`config.mk`:
```
export PLATFORM = sky130hd
export DESIGN_NAME = mmio_uart_tx
export DESIGN_NICKNAME = d
export VERILOG_FILES = /design/src/rtl/mmio_uart_tx.sv
export SDC_FILE = /design/constraint.sdc
export NUM_CORES = 1
export LEC_CHECK = 0
export ABC_AREA = 1
export ABC_CLOCK_PERIOD_IN_PS = 3200
export BUFFER_PORTS_ARGS = -buffer_cell sky130_fd_sc_hd__buf_4
export CORE_AREA = 2 2 146 148
export CTS_CLUSTER_SIZE = 8
export DETAILED_ROUTE_END_ITERATION = 6
export DIE_AREA = 0 0 148 150
export PLACE_DENSITY = 0.58
export RECOVER_POWER = 25
export SETUP_SLACK_MARGIN = 0.2
export SYNTH_ARGS = -nofsm -noshare
export SYNTH_HDL_FRONTEND = slang
export SYNTH_SLANG_ARGS = --single-unit
```
`constraint.sdc`:
```
create_clock -name clock -period 3.2 [get_ports clock]
set_input_delay 0.32 -clock clock [delete_from_list [all_inputs] [get_ports clock]]
set_output_delay 0.32 -clock clock [all_outputs]
set_load 0.005 [all_outputs]
```
`src/rtl/mmio_uart_tx.sv`:
```
`default_nettype none
// ============================================================================
// Module      : mmio_uart_tx
// Description : Memory-mapped 8N1 UART transmitter with TX FIFO, sitting
//               between the processor dmem port and the dmem syncram.
// Revision    : 1.0 - initial release
// ============================================================================
module mmio_uart_tx #(
   parameter int          CLKS_PER_BIT = 434,
   parameter int          FIFO_DEPTH   = 16,
   parameter logic [11:0] TX_ADDR      = 12'hFFE,
   parameter logic [11:0] STATUS_ADDR  = 12'hFFF
) (
   input  logic        clock,
   input  logic        reset,
   input  logic [11:0] address_dmem,
   input  logic [31:0] data,
   input  logic        wren,
   input  logic [31:0] q_dmem,
   output logic        mem_wren,
   output logic [31:0] q_proc,
   output logic        uart_tx,
   output logic        tx_busy,
   output logic [7:0]  fifo_count
);

   localparam int c_ptr_w = $clog2(FIFO_DEPTH);
   localparam int c_cnt_w = c_ptr_w + 1;
   localparam int c_tmr_w = $clog2(CLKS_PER_BIT);

   localparam logic [c_cnt_w-1:0] c_depth    = c_cnt_w'(FIFO_DEPTH);
   localparam logic [c_tmr_w-1:0] c_tmr_last = c_tmr_w'(CLKS_PER_BIT - 1);

   typedef enum logic [1:0] {
      S_IDLE  = 2'd0,
      S_START = 2'd1,
      S_DATA  = 2'd2,
      S_STOP  = 2'd3
   } state_t;

   logic [7:0]         r_fifo_mem [FIFO_DEPTH];
   logic [c_ptr_w-1:0] r_wr_ptr;
   logic [c_ptr_w-1:0] r_rd_ptr;
   logic [c_cnt_w-1:0] r_count;
   logic               r_overflow;

   state_t             r_state;
   logic [c_tmr_w-1:0] r_timer;
   logic [2:0]         r_bit_idx;
   logic [7:0]         r_shift;
   logic               r_tx;

   logic               r_status_sel;
   logic [31:0]        r_status;

   logic               w_tx_sel;
   logic               w_status_sel;
   logic               w_push_req;
   logic               w_push_ok;
   logic               w_pop;
   logic               w_full;
   logic               w_empty;
   logic               w_bit_end;
   logic [31:0]        w_status;
   logic               w_unused;

   assign w_tx_sel     = (address_dmem == TX_ADDR);
   assign w_status_sel = (address_dmem == STATUS_ADDR);
   assign mem_wren     = wren & ~w_tx_sel & ~w_status_sel;

   assign w_full     = (r_count == c_depth);
   assign w_empty    = (r_count == '0);
   assign w_pop      = (r_state == S_IDLE) & ~w_empty;
   assign w_push_req = wren & w_tx_sel;
   // A pop in the same cycle frees a slot, so a full FIFO can still accept.
   assign w_push_ok  = w_push_req & (~w_full | w_pop);
   assign w_bit_end  = (r_timer == c_tmr_last);

   assign tx_busy    = (r_state != S_IDLE);
   assign uart_tx    = r_tx;
   assign fifo_count = 8'(r_count);

   assign w_status = {16'h0000, fifo_count, 4'h0, r_overflow, tx_busy, w_empty, w_full};
   assign q_proc   = r_status_sel ? r_status : q_dmem;

   assign w_unused = ^data[31:8];

   // Storage array carries no reset; occupancy is tracked by the pointers.
   always_ff @(posedge clock) begin
      if (w_push_ok) begin
         r_fifo_mem[r_wr_ptr] <= data[7:0];
      end
   end

   always_ff @(posedge clock) begin
      if (reset) begin
         r_wr_ptr     <= '0;
         r_rd_ptr     <= '0;
         r_count      <= '0;
         r_overflow   <= 1'b0;
         r_status_sel <= 1'b0;
         r_status     <= '0;
      end else begin
         if (w_push_ok) begin
            r_wr_ptr <= r_wr_ptr + c_ptr_w'(1);
         end
         if (w_pop) begin
            r_rd_ptr <= r_rd_ptr + c_ptr_w'(1);
         end
         if (w_push_ok && !w_pop) begin
            r_count <= r_count + c_cnt_w'(1);
         end else if (!w_push_ok && w_pop) begin
            r_count <= r_count - c_cnt_w'(1);
         end
         if (w_push_req && !w_push_ok) begin
            r_overflow <= 1'b1;
         end else if (wren && w_status_sel) begin
            r_overflow <= 1'b0;
         end
         r_status_sel <= w_status_sel & ~wren;
         r_status     <= w_status;
      end
   end

   always_ff @(posedge clock) begin
      if (reset) begin
         r_state   <= S_IDLE;
         r_timer   <= '0;
         r_bit_idx <= '0;
         r_shift   <= '0;
         r_tx      <= 1'b1;
      end else begin
         case (r_state)
            S_IDLE: begin
               r_timer <= '0;
               r_tx    <= 1'b1;
               if (w_pop) begin
                  r_shift <= r_fifo_mem[r_rd_ptr];
                  r_tx    <= 1'b0;
                  r_state <= S_START;
               end
            end
            S_START: begin
               if (w_bit_end) begin
                  r_timer   <= '0;
                  r_bit_idx <= '0;
                  r_tx      <= r_shift[0];
                  r_state   <= S_DATA;
               end else begin
                  r_timer <= r_timer + c_tmr_w'(1);
               end
            end
            S_DATA: begin
               if (w_bit_end) begin
                  r_timer <= '0;
                  if (r_bit_idx == 3'd7) begin
                     r_tx    <= 1'b1;
                     r_state <= S_STOP;
                  end else begin
                     r_bit_idx <= r_bit_idx + 3'd1;
                     r_shift   <= r_shift >> 1;
                     r_tx      <= r_shift[1];
                  end
               end else begin
                  r_timer <= r_timer + c_tmr_w'(1);
               end
            end
            S_STOP: begin
               if (w_bit_end) begin
                  r_timer <= '0;
                  r_state <= S_IDLE;
               end else begin
                  r_timer <= r_timer + c_tmr_w'(1);
               end
            end
            default: begin
               r_state <= S_IDLE;
               r_tx    <= 1'b1;
            end
         endcase
      end
   end

endmodule
`default_nettype wire
```
Yosys cells after proc, flatten, opt, wreduce, memory -nomap -nowiden. Memories as Yosys holds them, arrays and structs flattened. A register that Yosys moved wholly into a read port is not among the register bits. Cells that the tools add are included.

Logic and storage cells: 94. RAM bits: 128. Bits of input ports: 79. Memories: 1. Output and inout port bits: 43. Register bits: 70.

Memories: r_fifo_mem (words 16, width 8, read ports 1, clocked after memory_dff 1, wr ports 1, RTL line 41) `logic [7:0] r_fifo_mem [FIFO_DEPTH];`.

Equality and inequality tests: 14. $add $sub $neg: 6. Bitwise logic cells: 12. Reduce and logical (&&, ||, !) cells: 19. Mux-type cells: 30.

Operators with widths (count): $mux W32 (1); $eq A12 B12 Y1 const B (2); $mux W8 (3); $pmux W9 S2 (1); $pmux W8 S2 (1); $ne A2 B2 Y1 const B (6); $mux W2 (5); $mux W5 (2); $reduce_bool A2 Y1 (5); $add A9 B1 Y9 const B (1); $eq A9 B9 Y1 const B (1); $mux W3 (3); $mux W9 (1); $add A4 B1 Y4 const B (2); $mux W1 (8); $mux W4 (2); $pmux W2 S4 (1); $reduce_and A4 Y1 (2); $and A1 B1 Y1 (6); $pmux W3 S2 (1); $add A5 B1 Y5 const B (1); $eq A5 B5 Y1 const B (1); $logic_not A5 Y1 (1); $not A1 Y1 (5); other kinds (14) (19).

Longest topological paths before layout. Gate-level depths: netlist of run 1.

Word-level depth: 9. Mapped depth: 17. Gate-level depth less buffers: 17.

Least setup slack after synthesis of run 1. OpenSTA, ideal clock, no wires.

Kind: flip-flop to flip-flop. From: register r_state[0]. To: register r_count[4]. Clock period less this slack: 2.432 ns. Slack: 0.768 ns. Required time: 3.087 ns. Stages on the path, launching flop included: 16. Library setup time: 0.113 ns. Path buffers: 0. Arrival time: 2.319 ns. Cells stage by stage: dfxtp_1 -> inv_1 -> ha_1 -> inv_1 -> nand4_1 -> inv_1 -> nor3_4 -> ha_1 -> inv_1 -> ha_1 -> a21oi_1 -> nor2_1 -> o21ai_0 -> nand3_1 -> nor2_1 -> nor2_1.

Word-level cells in the longest chain between the ends: 7. Elaborated cells between the ends (all ways): 10. Classes of those cells: 1 x mux; 3 x bitwise; 6 x reduce/logical.

RTL lines: from (decl) (RTL line 47) `state_t r_state;`; from (signal assigned) (RTL line 127) `r_state <= S_IDLE;`; from (signal assigned) (RTL line 140) `r_state <= S_START;`; from (signal assigned) (RTL line 148) `r_state <= S_DATA;`; $logic_not A2 Y1 (*) (RTL line 73) `assign w_pop = (r_state == S_IDLE) & ~w_empty;`; $and A1 B1 Y1 (*) (RTL line 73); $or A1 B1 Y1 (*) (RTL line 76) `assign w_push_ok = w_push_req & (~w_full | w_pop);`; $and A1 B1 Y1 (*) (RTL line 76); net w_push_ok (RTL line 59) `logic w_push_ok;`; $logic_not A1 Y1 (RTL line 112) `end else if (!w_push_ok && w_pop) begin`; $logic_and A1 B1 Y1 (RTL line 112); $reduce_bool A2 Y1 (no source line); to (signal assigned) (RTL line 111) `r_count <= r_count + c_cnt_w'(1);`; to (signal assigned) (RTL line 113) `r_count <= r_count - c_cnt_w'(1);`; to (decl) (RTL line 44) `logic [c_cnt_w-1:0] r_count;`.

The timed path passes the listed nets; every way through them passes the cells marked *. A chain may end at the register's enable or synchronous reset.

Worst setup path in the final report of run 1. Ends and elaborated chain as after synthesis.

==> results of run 1 <==
cell usage after synthesis (3+ instances only):
library cell  instances
nand2_1             231
edfxtp_1            128
inv_1               121
nand3_1              97
nor2_1               96
dfxtp_1              51
a21oi_1              28
ha_1                 19
buf_2                18
o21ai_0              18
clkbuf_1             10
mux2_2                9
o211ai_1              5
buf_4                 4
nand4_1               4
xor2_1                4
inv_2                 3
nand2_2               3
nor3_1                3
nor3b_1               3
layout make-up:
class	count	area (sq um)	share of cell area, %
clock inverter	13	156	1.60
clock buffer	19	453	4.64
multi-input combinational	542	2620	26.8
timing repair buffer	118	856	8.76
inverter	126	473	4.84
sequential	179	4870	49.8
tap	275	344	3.52
layer usage:
metal	routed length, um	share of wire, %
met1	8250	45
met2	9360	51
met3	613	3.3
met4	295	1.6
met5	0	0
state kept, by name, indices dropped and copies added (netlist names), named ones only:
name          cells
uart_tx           1
r_bit_idx         3
r_timer           9
r_count           5
r_fifo_mem      128
r_status          9
r_wr_ptr          4
r_overflow        1
r_shift           8
r_status_sel      1
r_state           2
r_rd_ptr          4
cell families (layout without fill, tap and decap cells):
family,count (synthesis),after routing
AO/OA/AOI/OAI,55,55
XOR/XNOR,6,6
adder cells (fa/ha/maj),20,20
buffers and inverters,162,276
flip-flops,179,179
multiplexers,9,9
other,1,3
AND/OR/NAND/NOR,449,449
power by group:
part / switching [mW] / total (mW) / internal, mW
registers: 0.101 / 2.73 / 2.63
clock network: 0.959 / 2.12 / 1.16
logic: 1.31 / 2.00 / 0.685
worst max-delay path: stages (launching register included):
cell and delay [ns]:
dfxtp_1 0.33, inv_1 0.13, ha_1 0.19, inv_1 0.06
nand4_1 0.16, inv_1 0.10, nor3_4 0.30, ha_1 0.25
inv_1 0.11, ha_1 0.31, a21oi_1 0.15, nor2_1 0.06
o21ai_0 0.15, nand3_1 0.11, nand2_1 0.07, nand2_1 0.05
nor2_1 0.08
how the worst max path moves through the flow:
stage          slack (ns)  startpoint         end
3_5_place_dp         0.58  r_state[0]  r_count[4]
2_1_floorplan        0.77  r_state[0]  r_count[4]
6_report             0.54  r_state[0]  r_count[4]
3_3_place_gp         0.61  r_state[0]  r_count[4]
5_1_grt              0.24  r_state[0]  r_count[4]
4_1_cts              0.54  r_state[0]  r_count[4]
stage by stage:
step / hold slack, ns / cells / utilization [%] / worst slack, ns
5_1_grt: 0.0731 / 1272 / 47.2 / 0.238
3_3_place_gp: 0.412 / 1240 / 44.4 / 0.606
6_report: 0.0708 / 1272 / 47.2 / 0.541
4_1_cts: 0.0691 / 1272 / 47.4 / 0.542
2_1_floorplan: 0.398 / 883 / - / 0.768
3_5_place_dp: 0.409 / 1240 / 44.4 / 0.579
==> flow_summary.yaml, run 1 <==
detailed_routing:
  firstDrtPassIters: 4
  drcViolationCount: 0
  wl_um: 18500
  wl_per_cell_um: 14.6
  ant_nets: 0
  drt_iter0_markers: 340
  avgViaCountPerCell: 4.59
  vias: 5835
flow_run:
  cap_violations: 0
clocking:
  h-tree-depth: 4
  insertion_delay_ns: 0.44
  cts_tree: "built"
  cts_resized: 0
  cts-root-buf: "clkbuf_16"
  clk_path_buf_depth: 2
  cts_buffers: 17
  clkSlewWorstSetupHoldPaths_ns: 0.07
  ctsHoldBuffers: 0
  post_cts_buffers: 0
  cts_sinks: 179
synth:
  yosys_warnings: 0
  synth_xor_area_share_pct: 0.646
  netlist_area_sq_um: 8140
  synth_top_area_cell: "edfxtp_1"
  synth_top_area_share_pct: 47.2
  ys_ff_latch: 179
  ys_async_sr_fraction_pct: 0
  synth_area_leaders: "edfxtp_1, dfxtp_1, nand2_1, nand3_1, inv_1"
  synth_edf_count: 128
  synth_cell_types: 37
  synth_top_family_by_area: "simple AND/OR/NAND/NOR gates"
  synthFlopType: "edfxtp_1"
  syn_area_per_cell_sq_um: 9.24
  muxShareOfSynthArea_pct: 1.25
  synth_cells: 881
  synthAdderAreaFrac_pct: 3.17
  synth_compound_area_share_pct: 3.71
  synth-simple-area-share_pct: 23.3
  ys_seq_area_share_pct: 59.8
timing:
  relSlewSlack_pct: 41.4
  rsz0062_at_grt: "no"
  setup_viol: 0
  fmax_mhz: 376
  clock-skew-final_ns: 0.0266
  setup_tns_ns: 0
  finalCritPeriodShare_pct: 83.1
  tightest_slew_ns: 0.878
  drv_slew: 0
  finalHoldViolCount: 0
  fin_crit_ns: 2.66
die:
  die_area_sq_um: 22200
  rows: 53
  ios: 122
  core_area_sq_um: 20700
  start_util_pct: 39.3
  die_w_um: 148
  fp.dieH_um: 150
global_routing:
  grt_usage_pct: 17.2
  grt_max_degree: 68
  met1_usage_pct: 21.1
  antenna_found_initial: 0
  use_met2_pct: 30.3
  grt_pass1_wl_um: 29500
  grt_util_met3_pct: 3.29
  grt_pass1_vias: 5851
  gr-max-usage-layer: "met2"
  grt_remaining_overflow: 0
min_path:
  hold_path.class: "in2reg"
  holdCritStartpoint: "wren"
  hold_depth: 2
  holdPathEnd: "r_status_sel"
critical_path:
  cp_data_required_time_ns: 3.56
  worstSetupStartpointType: "flip-flop"
  rr_endpoint: "r_count[4]"
  arrival_ns: 3.02
  reg2reg_slack_ns: 0.54
  crit_fanout: 6
  worstRegToRegCells: 16
  end_kind: "flip-flop"
  timing.rr.start: "r_state[0]"
  crit_type: "reg2reg"
final_layout:
  finalInstanceArea_sq_um: 9770
  final_common_cell: "nand2_1"
  layout_common_cells: "nand2_1, edfxtp_1, inv_1"
  syn_to_final_growth_pct: 20.0
  post_route_cells_drive_above_1_share_pct: 16.8
  nets: 1083
  nFillCells: 2006
  diodes: 0
power:
  total_power_mw: 6.85
  power_density_nw_per_um2: 701
  irDropWorstVdd_v: 0.000496
  p_leak_nw: 4.23
place:
  io_buffers: 94
  place_area_sq_um: 9190
  gp_congestion: 0.809
  dpl.hpwl_um: 12200
outcome:
  status: "finished clean"
Note: power is estimated with default switching activity, not from simulation.
==> run 2, diff against run 1 <==
--- a/config.mk
+++ b/config.mk
@@ -5,14 +5,14 @@
 export SDC_FILE = /design/constraint.sdc
 export NUM_CORES = 1
 export LEC_CHECK = 0
-export ABC_AREA = 1
-export ABC_CLOCK_PERIOD_IN_PS = 3200
+export ABC_AREA = 0
+export ABC_CLOCK_PERIOD_IN_PS = 2310
 export BUFFER_PORTS_ARGS = -buffer_cell sky130_fd_sc_hd__buf_4
-export CORE_AREA = 2 2 146 148
+export CORE_AREA = 2 2 141 143
 export CTS_CLUSTER_SIZE = 8
 export DETAILED_ROUTE_END_ITERATION = 6
-export DIE_AREA = 0 0 148 150
-export PLACE_DENSITY = 0.58
+export DIE_AREA = 0 0 143 145
+export PLACE_DENSITY = 0.61
 export RECOVER_POWER = 25
 export SETUP_SLACK_MARGIN = 0.2
 export SYNTH_ARGS = -nofsm -noshare
==> constraint.sdc (replaced) <==
create_clock -name clock -period 2.31 [get_ports clock]
set_input_delay 0.231 -clock clock [delete_from_list [all_inputs] [get_ports clock]]
set_output_delay 0.231 -clock clock [all_outputs]
set_load 0.005 [all_outputs]
==> run 2 against run 1 <==
  * The run now ends with negative setup slack left
  * Largest power group unchanged
  * Maximum frequency shrank 4.5%
  * Setup slack worse by 1.0 ns
  * Sequential power grew 36%
  * Hold slack improved by 0.046 ns
==> flow_summary.yaml, run 2 <==
timing:
  hold_ws_ns: 0.116
  setup_tns_ns: -0.948
  drv_slew: 0
  fin_crit_ns: 2.79
  clock-skew-final_ns: 0.0131
  finalHoldViolCount: 0
  timing.final.ws_setup_ns: -0.476
  finalCritPeriodShare_pct: 121
  fmax_mhz: 359
  tightest_slew_ns: 0.710
  rsz0062_at_grt: "yes"
  setup_viol: 3
  relSlewSlack_pct: 52.7
outcome:
  violations: "negative setup slack"
  status: "finished with violations"
die:
  rows: 51
  die_area_sq_um: 20700
  ios: 122
  fp.dieH_um: 145
  core_area_sq_um: 19200
  start_util_pct: 39.5
  die_w_um: 143
synth:
  ys_top_cells_by_count: "edfxtp_1, dfxtp_1, nor2_1"
  synthMostInstantiatedCell: "edfxtp_1"
  syn_area_per_cell_sq_um: 14.4
  synthFlopType: "edfxtp_1"
  synthAdderAreaFrac_pct: 3.39
  synth_top_family_by_area: "multiplexers"
  synth_top_area_cell: "edfxtp_1"
  synth_edf_count: 128
  synth_cell_types: 52
  synth_top_area_share_pct: 50.6
  netlist_area_sq_um: 7590
  ys_seq_area_share_pct: 64.1
  synth_compound_area_share_pct: 5.37
  yosys_warnings: 0
  synth-simple-area-share_pct: 9.92
  muxShareOfSynthArea_pct: 12.8
  ys_async_sr_fraction_pct: 0
  synth_area_leaders: "edfxtp_1, dfxtp_1, mux4_2, mux2i_1, ha_1"
  synth_cells: 526
  ys_ff_latch: 179
  synth_xor_area_share_pct: 1.61
place:
  dp_cells: 908
  dpl.hpwl_um: 11000
  io_buffers: 94
  post-place-ws_ns: -0.480
  place_area_sq_um: 8950
  gp_congestion: 0.743
critical_path:
  worstPathCellList: "or4_4 > o21a_1 > inv_2 > ha_4 > inv_6 > ha_4 > nor2b_1 > o21a_1 > or3_1 > a21oi_2 > mux2_4"
  arrival_ns: 3.12
  cp_data_required_time_ns: 2.64
  critPathMaxStageDelay_ns: 0.53
  cp_slowest_cell: "or4_4"
  crit_fanout: 3
  crit_type: "reg2reg"
  worstSetupStartpointType: "flip-flop"
  timing.rr.start: "r_count[1]"
  crit_start: "r_count[1]"
  end_kind: "flip-flop"
final_layout:
  post_route_cells_drive_above_1_share_pct: 38.1
  utilization_pct: 51.6
  diodes: 0
  nFillCells: 1611
  layout_common_cells: "buf_4, edfxtp_1, dfxtp_1"
  seq_area_sq_um: 4870
  syn_to_final_growth_pct: 30.4
  nets: 779
  multi_input_area_sq_um: 2740
  top_regs: "r_fifo_mem (128), r_status (9), r_timer (9)"
  largest_register_ffs: 128
  fin_cells: 958
  regMostFlops: "r_fifo_mem"
  final_common_cell: "buf_4"
  finalInstanceArea_sq_um: 9910
global_routing:
  grt_remaining_overflow: 0
  grt_pass1_vias: 4832
  grt_pass1_wl_um: 25100
  grt_usage_pct: 15.6
  antenna_found_initial: 0
  grt_max_degree: 39
detailed_routing:
  drt_iter0_markers: 238
  wl_per_cell_um: 16.7
  vias: 4780
  avgViaCountPerCell: 4.99
  firstDrtPassIters: 4
  drcViolationCount: 0
  ant_nets: 0
  wl_um: 16000
clocking:
  h-tree-depth: 4
  cts_tree: "built"
  cts_sinks: 179
  insertion_delay_ns: 0.44
  clk_path_buf_depth: 2
  ctsHoldBuffers: 0
  clkSlewWorstSetupHoldPaths_ns: 0.07
  cts_buffers: 17
  cts-root-buf: "clkbuf_16"
power:
  irDropWorstVdd_v: 0.000847
  total_power_mw: 9.36
  power_density_nw_per_um2: 945
  switchingPower_mw: 2.72
  swShare_pct: 29.0
  pwr-share-clk_pct: 31.5
  p_leak_nw: 3.60
  p_seq_share_pct: 39.5
  intPower_mw: 6.64
  combPwrFrac_pct: 29.0
min_path:
  hold_path.class: "in2reg"
  holdCritStartpoint: "wren"
flow_run:
  cap_violations: 0
-- run 2: changes by cell type after synthesis, moves of 16 or more --
cell and change:
nor2b_1 +30, mux4_2 +27, nand3_1 -88, a21oi_1 -16, nor2_1 -49, nand2_1 -214, mux2i_1 +25, inv_1 -107
-- run 2: power by group through the flow --
stage               sequential, mW  combinational [mW]  clock [mW]
finish                        3.70                2.71        2.95
CTS                           3.69                2.49        3.00
detailed placement            3.76                2.33           0
global route                  3.72                2.95        3.12
floorplan                     3.76                1.51           0
global placement              3.75                2.29           0
-- run 2: path summary, 6_finish.rpt --
| kind | to | slack (ns) | cells after the start |
|---|---|---|---|
| max | r_count[4] | -0.48 | 11 |
| min | r_overflow | 0.12 | 3 |
| max reg2reg | r_count[4] | -0.48 | 11 |
| min reg2reg | r_status[3] | 0.47 | 1 |
-- run 2: cell families after synthesis --
family | Yosys count
multiplexers | 62
other | 1
XOR/XNOR | 14
adder cells (fa/ha/maj) | 20
buffers and inverters | 44
AND/OR/NAND/NOR | 145
flip-flops | 179
AO/OA/AOI/OAI | 61
-- run 2: layer usage --
layer | share of wire, % | vias to the layer above | GRT usage (%)
met5 | 0 | - | 0
met4 | 1.0 | 0 | 4.06
met3 | 5.3 | 13 | 3.47
met2 | 50 | 135 | 27.4
met1 | 43 | 2358 | 19.2
li1 | - | 2274 | -
-- run 2: critical path, delay by kind of cell (launching register included) --
| family | cells | cell delay, ns |
|---|---|---|
| compound gates | 3 | 0.55 |
| fa+ha+maj | 2 | 0.36 |
| buf+inv | 2 | 0.12 |
| flops | 1 | 0.35 |
| mux | 1 | 0.31 |
| simple gates | 3 | 0.99 |
-- run 2: repair_timing --
action	CTS	global route
resized for setup	24	24
pin swaps	10	7
setup buffers	10	8
endpoints found under the setup margin	20	128
-- run 2: cell type report --
type / count / share of cell area, %
clock buffer: 17 / 4.29
clock inverter: 15 / 2.12
inverter: 15 / 0.619
multi-input combinational: 305 / 27.7
sequential: 179 / 49.2
tap: 265 / 3.35
timing repair buffer: 162 / 12.7
==> run 3, diff against run 2 <==
--- a/config.mk
+++ b/config.mk
@@ -18,3 +18,4 @@
 export SYNTH_ARGS = -nofsm -noshare
 export SYNTH_HDL_FRONTEND = slang
 export SYNTH_SLANG_ARGS = --single-unit
+export TNS_END_PERCENT = 1
==> constraint.sdc (replaced) <==
create_clock -name clock -period 2.31 [get_ports clock]
set_input_delay 0.231 -clock clock [delete_from_list [all_inputs] [get_ports clock]]
set_output_delay 0.231 -clock clock [all_outputs]
set_load 0.05 [all_outputs]
==> run 3 against run 2 <==
  * Non-clock buffer count shrank 9
  * Largest power group unchanged
  * Largest cell class unchanged
  * Hold slack lost 0.065 ns
  * The flow still finishes with violations (negative setup slack)
  * Die area is the same
==> flow_summary.yaml, run 3 (same netlist as run 2, synthesis figures left out) <==
outcome:
  status: "finished with violations"
  violations: "negative setup slack"
die:
  die_w_um: 143
  rows: 51
  die_area_sq_um: 20700
  core_area_sq_um: 19200
  ios: 122
  fp.dieH_um: 145
  start_util_pct: 39.5
global_routing:
  grt_remaining_overflow: 0
  antenna_found_initial: 0
  grt_max_degree: 39
  met1_usage_pct: 20.3
  grt_pass1_vias: 4786
  grt_usage_pct: 15.9
  use_met2_pct: 26.6
  gr-max-usage-layer: "met2"
  grt_pass1_wl_um: 25200
  grt_util_met3_pct: 3.50
timing:
  tightest_slew_ns: 0.652
  finalHoldViolCount: 0
  relSlewSlack_pct: 56.5
  timing.final.ws_setup_ns: -0.531
  finalCritPeriodShare_pct: 123
  setup_viol: 3
  fmax_mhz: 352
  clock-skew-final_ns: 0.00643
  fin_crit_ns: 2.84
  rsz0062_at_grt: "yes"
  drv_slew: 0
place:
  io_buffers: 94
  place_area_sq_um: 8970
  gp_congestion: 0.763
  dp_cells: 912
  dpl.hpwl_um: 11200
clocking:
  cts_tree: "built"
  clkSlewWorstSetupHoldPaths_ns: 0.07
  cts_buffers: 17
  ctsHoldBuffers: 0
  insertion_delay_ns: 0.43
  cts_sinks: 179
  clk_path_buf_depth: 2
  cts-root-buf: "clkbuf_16"
  h-tree-depth: 4
final_layout:
  nets: 770
  largest_register_ffs: 128
  layout_common_cells: "buf_4, edfxtp_1, dfxtp_1"
  syn_to_final_growth_pct: 29.8
  fin_cells: 949
  utilization_pct: 51.3
  diodes: 0
  regMostFlops: "r_fifo_mem"
  finalInstanceArea_sq_um: 9860
  top_regs: "r_fifo_mem (128), r_status (9), r_timer (9)"
  post_route_cells_drive_above_1_share_pct: 37.7
  nFillCells: 1636
detailed_routing:
  firstDrtPassIters: 4
  drcViolationCount: 0
  drt_iter0_markers: 289
  wl_per_cell_um: 17.0
  avgViaCountPerCell: 4.99
  vias: 4740
  ant_nets: 0
  wl_um: 16200
min_path:
  hold_path.class: "in2reg"
  holdCritStartpoint: "address_dmem[0]"
critical_path:
  cp_slowest_cell: "a311oi_4"
  crit_fanout: 4
  arrival_ns: 3.16
  timing.rr.start: "r_state[1]"
  cp_common_cell: "ha_4"
  cp_data_required_time_ns: 2.63
  worstPathCellList: "inv_2 > ha_4 > clkinvlp_4 > a311oi_4 > and2_4 > ha_4 > inv_4 > ha_4 > nor2b_1 > o21a_1 > or3_4 > a21oi_4 > mux2_4"
  crit_type: "reg2reg"
  end_kind: "flip-flop"
  worstSetupStartpointType: "flip-flop"
  crit_start: "r_state[1]"
  critPathMaxStageDelay_ns: 0.35
power:
  irDropWorstVdd_v: 0.000635
  power_density_nw_per_um2: 935
  p_leak_nw: 3.51
flow_run:
  cap_violations: 0
-- run 3: cell count changes in the layout (fill, tap and decap cells not counted), sizes merged --
cell,delta
buf,-7
clkinv,-4
clkinvlp,-1
clkbuf,-1
inv,+5
bufinv,-1
-- run 3: timing repair --
action,4_1_cts,5_1_grt
gates resized for setup,6,65
endpoints found under the setup margin,103,112
pin swaps,1,9
gates cloned,0,0
setup buffers,1,4
-- run 3: area by class of cell --
class                      count  area [sq um]  area share [%]
sequential                   179          4870            49.4
timing repair buffer         153          1230            12.5
inverter                      15          62.6           0.635
clock buffer                  18           429            4.35
clock inverter                14           150            1.52
tap                          265           332            3.36
multi-input combinational    305          2780            28.2
-- run 3: critical path, delay by kind of cell, from the launching register on --
family / cells / cell delay (ns)
buffers and inverters: 3 / 0.22
flip-flops: 1 / 0.33
multiplexers: 1 / 0.31
AO/OA/AOI/OAI: 3 / 0.70
adder cells (fa/ha/maj): 3 / 0.49
AND/OR/NAND/NOR: 3 / 0.68
-- run 3: power by group --
part,internal (mW),total (mW),switching [mW]
logic,1.30,2.73,1.44
clock network,1.46,2.79,1.34
registers,3.60,3.69,0.0981
-- run 3: path summary, 6_finish.rpt --
path	end	slack [ns]	cells past startpoint
setup / recovery	r_count[4]	-0.53	13
hold / removal	r_overflow	0.05	2
setup reg to reg	r_count[4]	-0.53	13
hold reg to reg	r_timer[0]	0.46	1
-- run 3: metrics by stage --
step	hold slack [ns]	total power [mW]	setup slack (ns)	TNS, ns
after floorplan	0.330	5.54	-0.794	-17.08
after global routing	0.0551	9.67	-0.628	-1.02
final	0.0514	9.22	-0.531	-0.637
after detailed placement	0.449	6.41	-0.487	-0.639
after CTS	0.0225	9.23	-0.420	-0.517
after global placement	0.442	6.37	-0.418	-0.470
-- run 3: layer usage --
| metal | vias up | wire (um) |
|---|---|---|
| li1 | 2256 | - |
| met1 | 2352 | 6850 |
| met2 | 119 | 8310 |
| met3 | 13 | 839 |
| met4 | 0 | 165 |
| met5 | - | 0 |
